===== config.mk =====
export PLATFORM = sky130hd
export DESIGN_NAME = dmem_responder_flat
export DESIGN_NICKNAME = d
export VERILOG_FILES = /design/src/rtl/dmem_responder_if.sv /design/src/rtl/dmem_responder.sv /design/src/flat_wrapper.sv
export SDC_FILE = /design/constraint.sdc
export NUM_CORES = 2
export LEC_CHECK = 0
export BUFFER_PORTS_ARGS = -buffer_cell sky130_fd_sc_hd__buf_4
export CAP_MARGIN = 20
export CORE_UTILIZATION = 68
export CTS_CLUSTER_DIAMETER = 100
export DETAILED_ROUTE_END_ITERATION = 10
export PLACE_DENSITY_LB_ADDON = 0.15
export SLEW_MARGIN = 20
export SYNTH_ARGS = -nofsm -noshare
export SYNTH_HDL_FRONTEND = slang
export SYNTH_SLANG_ARGS = --single-unit

===== constraint.sdc =====
create_clock -name clk -period 7.1 [get_ports clk]
set_clock_uncertainty 0.15 [all_clocks]
set_input_delay 0.355 -clock clk [delete_from_list [all_inputs] [get_ports clk]]
set_output_delay 0.355 -clock clk [all_outputs]
set_load 0.005 [all_outputs]

===== src/rtl/dmem_responder_if.sv =====
// ---------------------------------------------------------------------------
// dmem_responder_if
// Request/response bundle between a CPU data-memory initiator and the
// dmem_responder wait-state memory model.
//   req   initiator -> responder  request, held high until ack
//   wmem  initiator -> responder  1 = write, 0 = read
//   addr  initiator -> responder  32-bit byte address
//   data  initiator -> responder  32-bit write data
//   mem   responder -> initiator  read data, valid only with ack
//   ack   responder -> initiator  one-cycle response strobe
//   err   responder -> initiator  misaligned-address flag, valid only with ack
//   busy  responder -> initiator  transaction in flight
// ---------------------------------------------------------------------------
interface dmem_responder_if;
    logic        req;
    logic        wmem;
    logic [31:0] addr;
    logic [31:0] data;
    logic [31:0] mem;
    logic        ack;
    logic        err;
    logic        busy;

    modport master (
        output req, wmem, addr, data,
        input  mem, ack, err, busy
    );

    modport slave (
        input  req, wmem, addr, data,
        output mem, ack, err, busy
    );
endinterface


===== src/rtl/dmem_responder.sv =====
// ---------------------------------------------------------------------------
// dmem_responder
// Word-addressed data memory (2**AW x 32) with a fixed number of wait states
// between accepting a request and strobing the response.
//   clk   single clock, rising edge
//   clrn  asynchronous active-low reset; clears FSM, outputs and storage
//   bus   dmem_responder_if.slave (req/wmem/addr/data in, mem/ack/err/busy out)
//
// state   | meaning
// --------+-----------------------------------------------------------
// IDLE    | ready; a high req is accepted on the next rising edge
// WAITING | wait-state countdown, exactly WAIT cycles
// RESP    | ack high for one cycle with mem/err
// ---------------------------------------------------------------------------
module dmem_responder #(
    parameter int AW   = 6,
    parameter int WAIT = 2
) (
    input  logic            clk,
    input  logic            clrn,
    dmem_responder_if.slave bus
);
    typedef enum logic [1:0] {IDLE, WAITING, RESP} state_t;

    localparam int         DEPTH    = 1 << AW;
    localparam logic [3:0] CNT_INIT = (WAIT > 0) ? 4'(WAIT - 1) : 4'd0;

    state_t          state;
    logic [3:0]      cnt;
    logic            lat_wmem;
    logic            lat_mis;
    logic [AW-1:0]   lat_idx;
    logic [31:0]     lat_data;
    logic [31:0]     store [0:DEPTH-1];

    logic            accept;
    logic            enter_resp;
    logic            use_wmem;
    logic            use_mis;
    logic [AW-1:0]   use_idx;
    logic [31:0]     use_data;
    logic            write_en;

    // Upper address bits fold onto the same words (wrap-around).
    logic            unused_addr_bits;
    assign unused_addr_bits = &{1'b0, bus.addr[31:AW+2]};

    // With WAIT = 0 the response is set up on the accept edge itself, so the
    // live bus values stand in for the not-yet-latched copies.
    always_comb begin
        accept     = (state == IDLE) && bus.req;
        enter_resp = (accept && (WAIT == 0)) || ((state == WAITING) && (cnt == 4'd0));
        if (state == IDLE) begin
            use_wmem = bus.wmem;
            use_mis  = |bus.addr[1:0];
            use_idx  = bus.addr[AW+1:2];
            use_data = bus.data;
        end else begin
            use_wmem = lat_wmem;
            use_mis  = lat_mis;
            use_idx  = lat_idx;
            use_data = lat_data;
        end
        write_en = enter_resp && use_wmem && !use_mis;
    end

    always_ff @(posedge clk or negedge clrn) begin
        if (!clrn) begin
            state    <= IDLE;
            cnt      <= 4'd0;
            lat_wmem <= 1'b0;
            lat_mis  <= 1'b0;
            lat_idx  <= '0;
            lat_data <= 32'd0;
            bus.ack  <= 1'b0;
            bus.err  <= 1'b0;
            bus.mem  <= 32'd0;
            bus.busy <= 1'b0;
        end else begin
            bus.ack <= 1'b0;
            bus.err <= 1'b0;
            bus.mem <= 32'd0;
            case (state)
                IDLE: begin
                    bus.busy <= accept;
                    if (accept) begin
                        lat_wmem <= bus.wmem;
                        lat_mis  <= |bus.addr[1:0];
                        lat_idx  <= bus.addr[AW+1:2];
                        lat_data <= bus.data;
                        if (WAIT == 0) begin
                            state <= RESP;
                        end else begin
                            state <= WAITING;
                            cnt   <= CNT_INIT;
                        end
                    end
                end
                WAITING: begin
                    bus.busy <= 1'b1;
                    if (cnt == 4'd0) state <= RESP;
                    else             cnt   <= cnt - 4'd1;
                end
                RESP: begin
                    bus.busy <= 1'b0;
                    state    <= IDLE;
                end
                default: begin
                    bus.busy <= 1'b0;
                    state    <= IDLE;
                end
            endcase
            // Read data is the word as it stands on the edge entering RESP,
            // so a write committed by the previous transaction is visible.
            if (enter_resp) begin
                bus.ack <= 1'b1;
                bus.err <= use_mis;
                bus.mem <= (use_mis || use_wmem) ? 32'd0 : store[use_idx];
            end
        end
    end

    // Writes commit only on the edge entering RESP; an aborted transaction
    // never touches storage.
    always_ff @(posedge clk or negedge clrn) begin
        if (!clrn) begin
            for (int i = 0; i < DEPTH; i++) store[i] <= 32'd0;
        end else if (write_en) begin
            store[use_idx] <= use_data;
        end
    end
endmodule


===== src/flat_wrapper.sv =====
// flat-port wrapper written by rule: the top's interface ports become plain ports
module dmem_responder_flat 
#(
    parameter int AW   = 6,
    parameter int WAIT = 2
)
  (clk, clrn, bus_req, bus_wmem, bus_addr, bus_data, bus_mem, bus_ack, bus_err, bus_busy);
  dmem_responder_if bus_i ();
  input  logic clk;
  input  logic clrn;
  input wire logic [$bits(bus_i.req)-1:0] bus_req;
  input wire logic [$bits(bus_i.wmem)-1:0] bus_wmem;
  input wire logic [$bits(bus_i.addr)-1:0] bus_addr;
  input wire logic [$bits(bus_i.data)-1:0] bus_data;
  output wire logic [$bits(bus_i.mem)-1:0] bus_mem;
  output wire logic [$bits(bus_i.ack)-1:0] bus_ack;
  output wire logic [$bits(bus_i.err)-1:0] bus_err;
  output wire logic [$bits(bus_i.busy)-1:0] bus_busy;
  assign bus_i.req = bus_req;
  assign bus_i.wmem = bus_wmem;
  assign bus_i.addr = bus_addr;
  assign bus_i.data = bus_data;
  assign bus_mem = bus_i.mem;
  assign bus_ack = bus_i.ack;
  assign bus_err = bus_i.err;
  assign bus_busy = bus_i.busy;
  dmem_responder #(.AW(AW), .WAIT(WAIT)) u_core (.clk(clk), .clrn(clrn), .bus(bus_i));
endmodule

==> impl_metrics.ini <==
[die]
die_width_um = 366.5
io_pins = 103
core.rowCount = 133
initial_utilization_pct = 68.65
core_area_sq_mm = 0.1316
die_y_um = 366.5
fp.dieArea_sq_mm = 0.1343

[setup_path]
crit_type = flop to flop
cp_max_fo = 17
worstRegToRegCells = 8
crit_arrival_ns = 6.09
crit_path_start_kind = flop
crit_required_ns = 7.62
reg2reg_slack_ns = 1.52
worstSetupEndpointType = flop

[global_route]
grt_max_degree = 194
antenna_found_initial = 27
grt_overflow_total = 0
grt_usage_pct = 49.71
grt_pass1_wl_mm = 489.1
grt_pass1_vias = 76860

[sta]
rsz0062_at_grt = false
fin_setup_tns_ns = 0
hold_violations = 0
timing.hold.ws_ns = 0.1164
setup_viol_count_final = 0
relSlewSlack_pct = 15.78
period_needed_ns = 5.575
worstMarginPinSlew_ns = 1.260
finalCritPeriodShare_pct = 78.53
max_freq_ghz = 0.1794
finalMaxSlewViolations = 0

[synthesis]
async_reset_ff_share_pct = 100.0
ys_warn_count = 0
synth_area_sq_mm = 0.09036
synth.avg_cell_area_sq_um = 9.341
synth_ff_type = dfrtp_1
ys_ff_latch = 2129
yosysUniqueCellTypes = 90
synth_nets = 9743
synth_edf_count = 0
ys_seq_area_share_pct = 58.96
postSynthCellCount = 9674

[job]
maxCapViolCount = 0

[cells_and_area]
synthToLayoutAreaGrowth_pct = 10.75
design_area_sq_mm = 0.1001
nets = 9437
instances_no_fill = 11320
layout-drive-gt1-share_pct = 9.179
fin_util_pct = 76.03

[pwr]
p_leak_uw = 0.04670
vdd_ir_drop_max_mv = 0.5429
power.density_mw_per_mm2 = 409.8

[clock_tree]
insertion_delay_ns = 0.88
cts-htree-levels = 4
numCtsBuffers = 205
cts_setup_buffers = 0
tritoncts = built
clock_sinks = 2129
cts_root_buffer = clkbuf_16
clk_pin_slew_ns = 0.06
clock_path_buffers = 3

[detailed_routing]
routedWlPerCell_um = 29.61
antenna_left = 0
wirelength_mm = 335.2
drtPass1Iterations = 11
via_count = 80290
drt_iter0_drc = 14100
viasPerCell = 7.092
drc = 1

[place]
place_hpwl_mm = 186.7
postPlaceCellArea_sq_mm = 0.09228
place_inst = 10860
gp_congestion = 0.9414
port-buffer-count = 78

[worst_hold_path]
hp-class = input pin to flop
hold_path_depth = 4

[outcome]
status = finished, violations left
violations = DRC
[final timing paths]
path | start | endpoint
min in group asynchronous | clrn | u_core.store[1903]$_DFFE_PN0P_
max in group asynchronous | clrn | u_core.store[1761]$_DFFE_PN0P_
min reg2reg | u_core.store[887]$_DFFE_PN0P_ | u_core.store[887]$_DFFE_PN0P_
max reg2reg | u_core.state[0]$_DFFE_PN0P_ | u_core.bus.mem[3]$_DFF_PN0_
min | bus_req | u_core.bus.busy$_DFF_PN0_
max | u_core.state[0]$_DFFE_PN0P_ | u_core.bus.mem[3]$_DFF_PN0_
[flip-flops by register name (all words and copies together) (netlist names), 2 cells and up]
| signal | count |
|---|---|
| u_core.lat_data | 32 |
| u_core.bus.mem | 32 |
| u_core.state | 2 |
| u_core.lat_idx | 6 |
| u_core.store | 2048 |
| u_core.cnt | 4 |
[placed cells by master (no fill, tap or decap), drive strengths merged, types with 12 or more instances in the layout]
cell type	instances
dfrtp	2129
nor2	1859
a21oi	1820
nand2	1040
o22ai	557
o21ai	535
buf	333
clkbuf	327
a31oi	101
nor3	100
mux2i	84
nand3	72
nor4	61
mux2	49
o221ai	47
dlygate4sd3	45
o22a	36
clkinv	36
a32oi	34
a32o	25
diode	23
a211oi	21
a22oi	18
and3	17
o31ai	15
or4	13
or3	12
inv	12
[layer usage]
metal / up-vias / track usage (%) / wire length (um)
met2: 6863 / 69.93 / 139200
met1: 38470 / 62.95 / 113100
met3: 1933 / 19.58 / 53120
met5: - / 0.9615 / 446
met4: 41 / 35.23 / 29450
li1: 32980 / - / -
[timing repair]
item,in CTS,in global routing
gates resized for setup,0,0
hold buffers,45,0
hold endpoints to repair,295,0
[report_power, final]
part | internal, uW | switching, uW | total [uW]
Clock | 6440 | 4820 | 11300
Sequential | 13100 | 665 | 13800
Combinational | 4330 | 11700 | 16000
Total | 23900 | 17100 | 41000
[cell families after synthesis]
logic type      share of synthesized area, %
mux                                    1.545
xor+xnor                             0.01939
flops                                  58.96
buf+inv                                4.488
compound gates                         20.38
simple gates                           14.59
fa+ha+maj                            0.01384
[cell usage after synthesis (10+ instances only)]
master       n  share of area [%]
a32oi_1     32               0.31
or3_1       12              0.083
nor2_1    1811                7.5
and3_1      17               0.12
o21ai_0    530                2.9
a32o_1      25               0.28
clkbuf_1   422                1.8
a22oi_1     14               0.12
o31ai_1     15               0.12
nand3_2     10               0.11
nand2_1   1033                4.3
o22ai_1    557                3.9
nor2_4      21               0.26
buf_2      390                2.2
buf_1       34               0.14
mux2_2      48               0.60
dfrtp_1   2129                 59
a211oi_1    21               0.17
o22a_1      36               0.35
o221ai_1    47               0.46
a21oi_1   1820                 10
nand3_1     62               0.34
a31oi_1    101               0.70
nor2_2      22               0.15
buf_4       34               0.28
or4_1       13               0.11
nor3_1      99               0.55
buf_6       10               0.12
mux2i_1     84               0.93
a221oi_1    10              0.097
nor4_1      59               0.41
[metrics by stage]
stage	setup WS, ns	total power, uW
global placement	1.996	28540
floorplan	4.465	22810
global route	1.593	41770
detailed placement	1.996	28810
CTS	1.945	39960
finish	1.525	41010
[critical path, stage by stage, from the launching register on]
cell,delay (ns)
dfrtp_1,0.97
or2_1,0.66
nor3_1,0.09
nor2_1,0.65
nand2b_2,1.00
buf_4,0.51
a21oi_1,0.11
or3_1,0.42
nor4_1,0.76
[final cells by class]
| type | instances | area, sq um |
|---|---|---|
| inverters | 5 | 18.77 |
| clock buffers | 327 | 6382 |
| repair buffers | 378 | 3633 |
| fillers | 8788 | 31560 |
| multi-input cells | 6649 | 33910 |
| flip-flops and latches | 2129 | 53280 |
| clock inverters | 56 | 598.1 |
| diodes | 23 | 57.56 |
| well taps | 1755 | 2196 |
(Power assumes the default switching activity.)
